**config.mk**
```make
export PLATFORM = sky130hd
export DESIGN_NAME = ram32x4_arbiter_flat
export DESIGN_NICKNAME = d
export VERILOG_FILES = /design/src/rtl/ram32x4_arbiter_if.sv /design/src/rtl/ram32x4_arbiter.sv /design/src/flat_wrapper.sv
export SDC_FILE = /design/constraint.sdc
export NUM_CORES = 1
export LEC_CHECK = 0
export ABC_AREA = 1
export CORE_ASPECT_RATIO = 1.75
export CORE_MARGIN = 5
export CORE_UTILIZATION = 37
export CTS_BUF_LIST = sky130_fd_sc_hd__clkbuf_16
export CTS_CLUSTER_DIAMETER = 100
export DETAILED_ROUTE_END_ITERATION = 7
export PLACE_DENSITY = 0.82
export SLEW_MARGIN = 20
export SYNTH_ARGS = -nofsm -noshare
export SYNTH_HDL_FRONTEND = slang
export SYNTH_SLANG_ARGS = --single-unit
```
**constraint.sdc**
```tcl
create_clock -name clk -period 1.57 [get_ports clk]
set_input_delay 0.157 -clock clk [delete_from_list [all_inputs] [get_ports clk]]
set_output_delay 0.157 -clock clk [all_outputs]
set_load 0.02 [all_outputs]
```
**src/rtl/ram32x4_arbiter_if.sv**
```systemverilog
// Signal bundle linking requesters A/B, the arbiter and the ram32x4 instance.
// The arbiter uses the slave view; the surrounding logic uses the master view.
interface ram32x4_arbiter_if;
    logic       a_req;
    logic       a_wren;
    logic [4:0] a_addr;
    logic [3:0] a_data;
    logic       a_gnt;
    logic       a_rvalid;
    logic [3:0] a_q;

    logic       b_req;
    logic       b_wren;
    logic [4:0] b_addr;
    logic [3:0] b_data;
    logic       b_gnt;
    logic       b_rvalid;
    logic [3:0] b_q;

    logic       init_done;
    logic [4:0] ram_address;
    logic [3:0] ram_data;
    logic       ram_wren;
    logic [3:0] ram_q;

    modport slave (
        input  a_req, a_wren, a_addr, a_data,
        input  b_req, b_wren, b_addr, b_data,
        input  ram_q,
        output a_gnt, a_rvalid, a_q,
        output b_gnt, b_rvalid, b_q,
        output init_done, ram_address, ram_data, ram_wren
    );

    modport master (
        output a_req, a_wren, a_addr, a_data,
        output b_req, b_wren, b_addr, b_data,
        output ram_q,
        input  a_gnt, a_rvalid, a_q,
        input  b_gnt, b_rvalid, b_q,
        input  init_done, ram_address, ram_data, ram_wren
    );
endinterface

```
**src/rtl/ram32x4_arbiter.sv**
```systemverilog
// Shares a single-port ram32x4 between requesters A and B: init sweep after reset,
// then one round-robin access per clock with read data steered back by a tag pipeline.
module ram32x4_arbiter #(
    parameter int         READ_LATENCY = 2,
    parameter bit         INIT_ENABLE  = 1'b1,
    parameter logic [3:0] INIT_VALUE   = 4'h0
) (
    input  logic             clk,
    input  logic             reset,
    ram32x4_arbiter_if.slave bus
);

    typedef enum logic {S_INIT, S_ARB} state_t;

    state_t                  r_state;
    logic [4:0]              r_init_addr;
    logic                    r_init_done;
    logic                    r_last_b;
    logic [READ_LATENCY-1:0] r_tag_vld_p;
    logic [READ_LATENCY-1:0] r_tag_id_p;

    logic                    w_a_gnt;
    logic                    w_b_gnt;
    logic                    w_rd_accept;
    logic                    w_ram_wren;
    logic [4:0]              w_ram_address;
    logic [3:0]              w_ram_data;

    // Ties go to whoever was not served last; a lone requester always wins.
    always_comb begin
        w_a_gnt = 1'b0;
        w_b_gnt = 1'b0;
        if (r_state == S_ARB) begin
            if (bus.a_req && (!bus.b_req || r_last_b)) begin
                w_a_gnt = 1'b1;
            end else if (bus.b_req) begin
                w_b_gnt = 1'b1;
            end
        end
    end

    always_comb begin
        w_ram_wren    = 1'b0;
        w_ram_address = 5'd0;
        w_ram_data    = 4'h0;
        if (r_state == S_INIT) begin
            w_ram_wren    = 1'b1;
            w_ram_address = r_init_addr;
            w_ram_data    = INIT_VALUE;
        end else if (w_a_gnt) begin
            w_ram_wren    = bus.a_wren;
            w_ram_address = bus.a_addr;
            w_ram_data    = bus.a_data;
        end else if (w_b_gnt) begin
            w_ram_wren    = bus.b_wren;
            w_ram_address = bus.b_addr;
            w_ram_data    = bus.b_data;
        end
    end

    assign w_rd_accept = (w_a_gnt & ~bus.a_wren) | (w_b_gnt & ~bus.b_wren);

    always_ff @(posedge clk or negedge reset) begin
        if (!reset) begin
            r_state     <= INIT_ENABLE ? S_INIT : S_ARB;
            r_init_addr <= 5'd0;
            r_init_done <= !INIT_ENABLE;
            r_last_b    <= 1'b1;
            r_tag_vld_p <= '0;
            r_tag_id_p  <= '0;
        end else begin
            case (r_state)
                S_INIT: begin
                    r_init_addr <= r_init_addr + 5'd1;
                    if (r_init_addr == 5'd31) begin
                        r_state     <= S_ARB;
                        r_init_done <= 1'b1;
                    end
                end
                S_ARB: begin
                    if (w_a_gnt || w_b_gnt) begin
                        r_last_b <= w_b_gnt;
                    end
                end
                default: r_state <= S_ARB;
            endcase

            // Tag id 1 marks a read issued by B; the last stage lines up with ram_q.
            r_tag_vld_p[0] <= w_rd_accept;
            r_tag_id_p[0]  <= w_b_gnt;
            for (int i = 1; i < READ_LATENCY; i++) begin
                r_tag_vld_p[i] <= r_tag_vld_p[i-1];
                r_tag_id_p[i]  <= r_tag_id_p[i-1];
            end
        end
    end

    assign bus.a_gnt       = w_a_gnt;
    assign bus.b_gnt       = w_b_gnt;
    assign bus.a_rvalid    = r_tag_vld_p[READ_LATENCY-1] & ~r_tag_id_p[READ_LATENCY-1];
    assign bus.b_rvalid    = r_tag_vld_p[READ_LATENCY-1] &  r_tag_id_p[READ_LATENCY-1];
    assign bus.a_q         = bus.ram_q;
    assign bus.b_q         = bus.ram_q;
    assign bus.init_done   = r_init_done;
    assign bus.ram_wren    = w_ram_wren;
    assign bus.ram_address = w_ram_address;
    assign bus.ram_data    = w_ram_data;

endmodule

```
**src/flat_wrapper.sv**
```systemverilog
// flat-port wrapper written by rule: the top's interface ports become plain ports
module ram32x4_arbiter_flat 
#(
    parameter int         READ_LATENCY = 2,
    parameter bit         INIT_ENABLE  = 1'b1,
    parameter logic [3:0] INIT_VALUE   = 4'h0
)
  (clk, reset, bus_a_req, bus_a_wren, bus_a_addr, bus_a_data, bus_b_req, bus_b_wren, bus_b_addr, bus_b_data, bus_ram_q, bus_a_gnt, bus_a_rvalid, bus_a_q, bus_b_gnt, bus_b_rvalid, bus_b_q, bus_init_done, bus_ram_address, bus_ram_data, bus_ram_wren);
  ram32x4_arbiter_if bus_i ();
  input  logic clk;
  input  logic reset;
  input wire logic [$bits(bus_i.a_req)-1:0] bus_a_req;
  input wire logic [$bits(bus_i.a_wren)-1:0] bus_a_wren;
  input wire logic [$bits(bus_i.a_addr)-1:0] bus_a_addr;
  input wire logic [$bits(bus_i.a_data)-1:0] bus_a_data;
  input wire logic [$bits(bus_i.b_req)-1:0] bus_b_req;
  input wire logic [$bits(bus_i.b_wren)-1:0] bus_b_wren;
  input wire logic [$bits(bus_i.b_addr)-1:0] bus_b_addr;
  input wire logic [$bits(bus_i.b_data)-1:0] bus_b_data;
  input wire logic [$bits(bus_i.ram_q)-1:0] bus_ram_q;
  output wire logic [$bits(bus_i.a_gnt)-1:0] bus_a_gnt;
  output wire logic [$bits(bus_i.a_rvalid)-1:0] bus_a_rvalid;
  output wire logic [$bits(bus_i.a_q)-1:0] bus_a_q;
  output wire logic [$bits(bus_i.b_gnt)-1:0] bus_b_gnt;
  output wire logic [$bits(bus_i.b_rvalid)-1:0] bus_b_rvalid;
  output wire logic [$bits(bus_i.b_q)-1:0] bus_b_q;
  output wire logic [$bits(bus_i.init_done)-1:0] bus_init_done;
  output wire logic [$bits(bus_i.ram_address)-1:0] bus_ram_address;
  output wire logic [$bits(bus_i.ram_data)-1:0] bus_ram_data;
  output wire logic [$bits(bus_i.ram_wren)-1:0] bus_ram_wren;
  assign bus_i.a_req = bus_a_req;
  assign bus_i.a_wren = bus_a_wren;
  assign bus_i.a_addr = bus_a_addr;
  assign bus_i.a_data = bus_a_data;
  assign bus_i.b_req = bus_b_req;
  assign bus_i.b_wren = bus_b_wren;
  assign bus_i.b_addr = bus_b_addr;
  assign bus_i.b_data = bus_b_data;
  assign bus_i.ram_q = bus_ram_q;
  assign bus_a_gnt = bus_i.a_gnt;
  assign bus_a_rvalid = bus_i.a_rvalid;
  assign bus_a_q = bus_i.a_q;
  assign bus_b_gnt = bus_i.b_gnt;
  assign bus_b_rvalid = bus_i.b_rvalid;
  assign bus_b_q = bus_i.b_q;
  assign bus_init_done = bus_i.init_done;
  assign bus_ram_address = bus_i.ram_address;
  assign bus_ram_data = bus_i.ram_data;
  assign bus_ram_wren = bus_i.ram_wren;
  ram32x4_arbiter #(.READ_LATENCY(READ_LATENCY), .INIT_ENABLE(INIT_ENABLE), .INIT_VALUE(INIT_VALUE)) u_core (.clk(clk), .reset(reset), .bus(bus_i));
endmodule
```
# ---- Word level (Yosys, flattened, before mapping)
# Index checks and enable logic that the tools add are counted.
dict set report totals {
  wordCells 39
  in_bits 28
  output_inout_bits 23
  reg_bits 12
}
dict set report classes {
  bitwise_logic 9
  n_addsub 1
  eq_ne 1
  n_reduce_logical 6
  n_mux 16
}
# cell count
set op_table {}
lappend op_table {{$mux 5} 3}
lappend op_table {{$mux 4} 3}
lappend op_table {{$mux 1} 10}
lappend op_table {{$add 5x1->5 const B} 1}
lappend op_table {{$eq 5x5->1 const B} 1}
lappend op_table {{$and 1x1->1} 4}
lappend op_table {{$not 1->1} 4}
lappend op_table {{$reduce_and 2->1} 2}
lappend op_table {{$logic_or 1x1->1} 2}
lappend op_table {{$logic_and 1x1->1} 1}
lappend op_table {{$logic_not 1->1} 1}
lappend op_table {{$or 1x1->1} 1}

# ---- Logic depth before layout (Yosys ltp)
dict set report depth {
  depth_word 8
  depth_mapped 6
  depth_no_buf 6
}

# ---- Least setup slack after synthesis
# Ideal clock, no wire load.
dict set report synth_path {
  kind {register to output}
  from {reg u_core.r_last_b}
  to {out bus_ram_data[0]}
  path_buffers 0
  required_ps 1413
  slack_ps 271
  stages_incl_launch_ff 7
  arrival_ps 1142
  cell_sequence {dfstp_2 > inv_2 > nand2_4 > nand2_4 > nor2_4 > nand2_1 > nand2_1}
}
dict set report synth_via {
  elab_cells_between_ends 9
}
# item line_no
set synth_lines {}
lappend synth_lines {{from (decl)} ram32x4_arbiter.sv:18} ;# logic r_last_b;
lappend synth_lines {{from (signal assigned)} ram32x4_arbiter.sv:82} ;# r_last_b <= w_b_gnt;
lappend synth_lines {{$logic_or 1x1->1} ram32x4_arbiter.sv:34} ;# if (bus.a_req && (!bus.b_req || r_last_b)) begin
lappend synth_lines {{$logic_and 1x1->1} ram32x4_arbiter.sv:34}
lappend synth_lines {{$mux 1} ram32x4_arbiter.sv:34}
lappend synth_lines {{$mux 1} ram32x4_arbiter.sv:33} ;# if (r_state == S_ARB) begin
lappend synth_lines {{via bus_a_gnt} flat_wrapper.sv:21} ;# output wire logic [$bits(bus_i.a_gnt)-1:0] bus_a_gnt;
lappend synth_lines {{$mux 4} ram32x4_arbiter.sv:50} ;# end else if (w_a_gnt) begin
lappend synth_lines {{$mux 4} ram32x4_arbiter.sv:46} ;# if (r_state == S_INIT) begin
lappend synth_lines {{to (decl)} flat_wrapper.sv:29} ;# output wire logic [$bits(bus_i.ram_data)-1:0] bus_ram_data;
# The timed path passes the listed nets, and every way through them passes these cells.

# ---- Final worst setup path
dict set report layout_path {
  from {reg u_core.r_last_b}
  to {out bus_ram_data[1]}
}
dict set report layout_via {
  elab_chain_cells 7
  elab_cells_between_ends 9
}
# item line_no
set layout_rtl {}
lappend layout_rtl {{$logic_or 1x1->1 *} ram32x4_arbiter.sv:34}
lappend layout_rtl {{$logic_and 1x1->1 *} ram32x4_arbiter.sv:34}
lappend layout_rtl {{$mux 1} ram32x4_arbiter.sv:34}
lappend layout_rtl {{$mux 1} ram32x4_arbiter.sv:33}
lappend layout_rtl {{$mux 4} ram32x4_arbiter.sv:54} ;# end else if (w_b_gnt) begin
lappend layout_rtl {{$mux 4 *} ram32x4_arbiter.sv:50}
lappend layout_rtl {{$mux 4 *} ram32x4_arbiter.sv:46}
# Every way passes the cells marked *; elsewhere a longest branch is shown, timed or not.

==> impl_metrics.yaml <==
floorplan:
  initial_core_util_pct: 38.4
  io_pins: 51
  design.die.area_um2: 3510
  rows: 23
  dieHeight_um: 74.7
  coreArea_um2: 2300
  die_x_um: 47.0
placed_design:
  gp_congestion: 0.775
  port_buffers: 38
  dp_cells: 159
  dp_hpwl_mm: 1.82
worst_setup_path:
  required_ns: 1.41
  slowest_delay_ns: 0.52
  critPathSlowestCell: "dfstp_2"
  crit_top_cell: "nand2_2"
  crit_chain: "inv_2 > nand2_4 > nand2_8 > nor2_4 > nand2_2 > nand2_2 > buf_6"
  critPathBufInv: 2
  path_depth: 7
  timing.rr.start: "u_core.r_last_b$_DFFE_PN1P_"
  critPathKind: "register to primary output"
  worstPathArrival_ns: 1.41
  crit_path_start_kind: "register"
  worstPathMaxFanout: 7
  end_kind: "primary output"
  critPathTopFamily: "flip-flops"
  rrSetupSlack_ns: 0.22
  r2r_end: "u_core.r_last_b$_DFFE_PN1P_"
  r2r.worst_path.cells: 8
sta:
  maxSlewHeadroom_pct: 64.7
  hold_violations: 0
  period_share_pct: 100
  report.final.slew_viol_count: 0
  skew_ns: 0.00320
  setup_viol: 0
  final.min_clock_period_ns: 1.57
  max_freq_ghz: 0.637
  rsz0062_at_grt: "yes"
  tightest_slew_ns: 0.527
pwr:
  peakVddDrop_mv: 0.424
  power.density_nw_per_um2: 761
  p_leak_nw: 0.732
  finalPower_mw: 1.09
synth:
  synth.area.top_cells: "dfrtp_1 31%, nand3_2 17%, nand2_1 11%"
  synthTopCellsByCount: "25 x nand2_1, 15 x nand3_2, 11 x dfrtp_1"
  synth_edf_count: 0
  async_flop_share_pct: 100
  synthFlopType: "dfrtp_1"
  ys_ff_latch: 12
  synth_largest_area_cell: "dfrtp_1"
  synthCells: 97
  syn-num-nets: 127
  avgSynthCellArea_um2: 9.12
  synth_area_um2: 885
  seq_area_frac_synth_pct: 34.1
  yosysWarnings: 0
  synth_most_common_cell: "nand2_1"
  post-synth-top-area-fraction_pct: 31.1
  yosys.cell_types.count: 27
clock_tree:
  clkSlewWorstSetupHoldPaths_ns: 0.04
  clockRootBuffer: "clkbuf_16"
  postCtsHoldBufs: 0
  cts_max_level: 1
  clk_latency_ns: 0.24
  cts.sinks: 12
  cts_tree: "yes"
  clock_path_buffers: 2
  cts_made_buffers: 3
detailed_routing:
  num_vias: 822
  wl_mm: 2.26
  wire_per_inst_um: 13.4
  drt_iter0_drc: 19
  first_pass_iters: 4
  ant_nets: 0
  vias_per_cell: 4.89
  wl_met2_mm: 1.28
  drc: 0
  met1_length_um: 697
  wl_met3_um: 214
  dr.max_layer_used: "met4"
global_route:
  grt_pass1_vias: 860
  grt-ovfl-total: 0
  antenna_found_initial: 0
  grt_max_degree: 13
  grt_pass1_wl_mm: 3.32
  grtUsageTotal_pct: 13.7
finish:
  n_antenna_cell: 0
  drive_gt1_share_pct: 44.1
  stdcell_count: 168
  fin_nets: 174
  fin_util_pct: 62.4
  syn_to_final_growth_pct: 62.4
job:
  cap_viol_max_count: 0
outcome:
  status: "finished clean"
hold_path:
  hp-class: "input port to asynchronous set/reset pin"
registers in the layout (all words and copies together), names as in the netlist:
name and count:
u_core.r_tag_vld_p 2, u_core.r_last_b 1, u_core.r_tag_id_p 2, u_core.r_init_addr 5, u_core.bus.init_done 1, u_core.r_state 1
routing by layer:
| metal | vias to the layer above | GRT usage, % |
|---|---|---|
| met5 | - | 0 |
| met3 | 4 | 1.91 |
| li1 | 397 | - |
| met1 | 374 | 11.2 |
| met4 | 0 | 9.85 |
| met2 | 47 | 26.9 |
kinds of logic after synthesis:
kind of cell	share of synthesized area, %
and+or+nand+nor	41.6
buffers and inverters	16.5
DFF	34.1
AOI/OAI and AO/OA	1.98
xor gates and xnor gates	2.97
adders and majority gates	2.83
worst max-delay path by stage:
stage | from | end | slack, ns
4_1_cts | u_core.r_last_b$_DFFE_PN1P_ | bus_ram_data[1] | -0.05
3_5_place_dp | bus_b_req | bus_ram_address[4] | -0.38
6_report | u_core.r_last_b$_DFFE_PN1P_ | bus_ram_data[1] | 0.0005
2_1_floorplan | u_core.r_last_b$_DFFE_PN1P_ | bus_ram_data[0] | 0.27
3_3_place_gp | bus_b_req | bus_ram_data[2] | -0.38
5_1_grt | u_core.r_last_b$_DFFE_PN1P_ | bus_ram_data[1] | -0.07
per-stage QoR:
step | TNS, ns | hold slack [ns] | setup slack, ns | cell area, µm²
6_report | 0 | 0.269 | 0.000484 | 1440
5_1_grt | -0.248 | 0.314 | -0.0735 | 1440
4_1_cts | -0.0837 | 0.279 | -0.0501 | 1370
3_5_place_dp | -4.34 | 0.314 | -0.383 | 1290
3_3_place_gp | -4.03 | 0.314 | -0.377 | 1290
2_1_floorplan | 0 | -0.139 | 0.271 | 885
area by class of cell:
class | instances | area [µm²]
fill | 184 | 866
timing repair buffer | 55 | 529
multi-input combinational | 64 | 460
sequential | 12 | 302
clock buffer | 3 | 75.1
inverter | 8 | 35.0
tap | 25 | 31.3
clock inverter | 1 | 3.75
layout by cell type, fill, tap and decap left out, types with 2 or more instances in the layout:
| cell | netlist | routed |
|---|---|---|
| buf_12 | 1 | 2 |
| buf_2 | 2 | 3 |
| buf_4 | 8 | 15 |
| buf_6 | 1 | 8 |
| clkbuf_16 | 0 | 3 |
| clkdlybuf4s50_1 | 0 | 26 |
| dfrtp_1 | 11 | 11 |
| ha_1 | 2 | 2 |
| inv_1 | 5 | 6 |
| inv_2 | 3 | 2 |
| nand2_1 | 25 | 19 |
| nand2_2 | 1 | 7 |
| nand3_1 | 2 | 2 |
| nand3_2 | 15 | 15 |
| nand4_1 | 5 | 5 |
| xor2_1 | 2 | 2 |
report_power, final:
part           total [mW]  internal, mW  switching (mW)
Clock               0.455         0.334           0.121
Sequential          0.328         0.324         0.00408
Combinational       0.309         0.163           0.146
what timing repair did:
action | CTS | global route
pin swaps | 1 | 2
endpoints found under the setup margin | 12 | 10
resized for setup | 55 | 17
setup buffers | 3 | 2
Note: power is estimated with default switching activity, not from simulation.
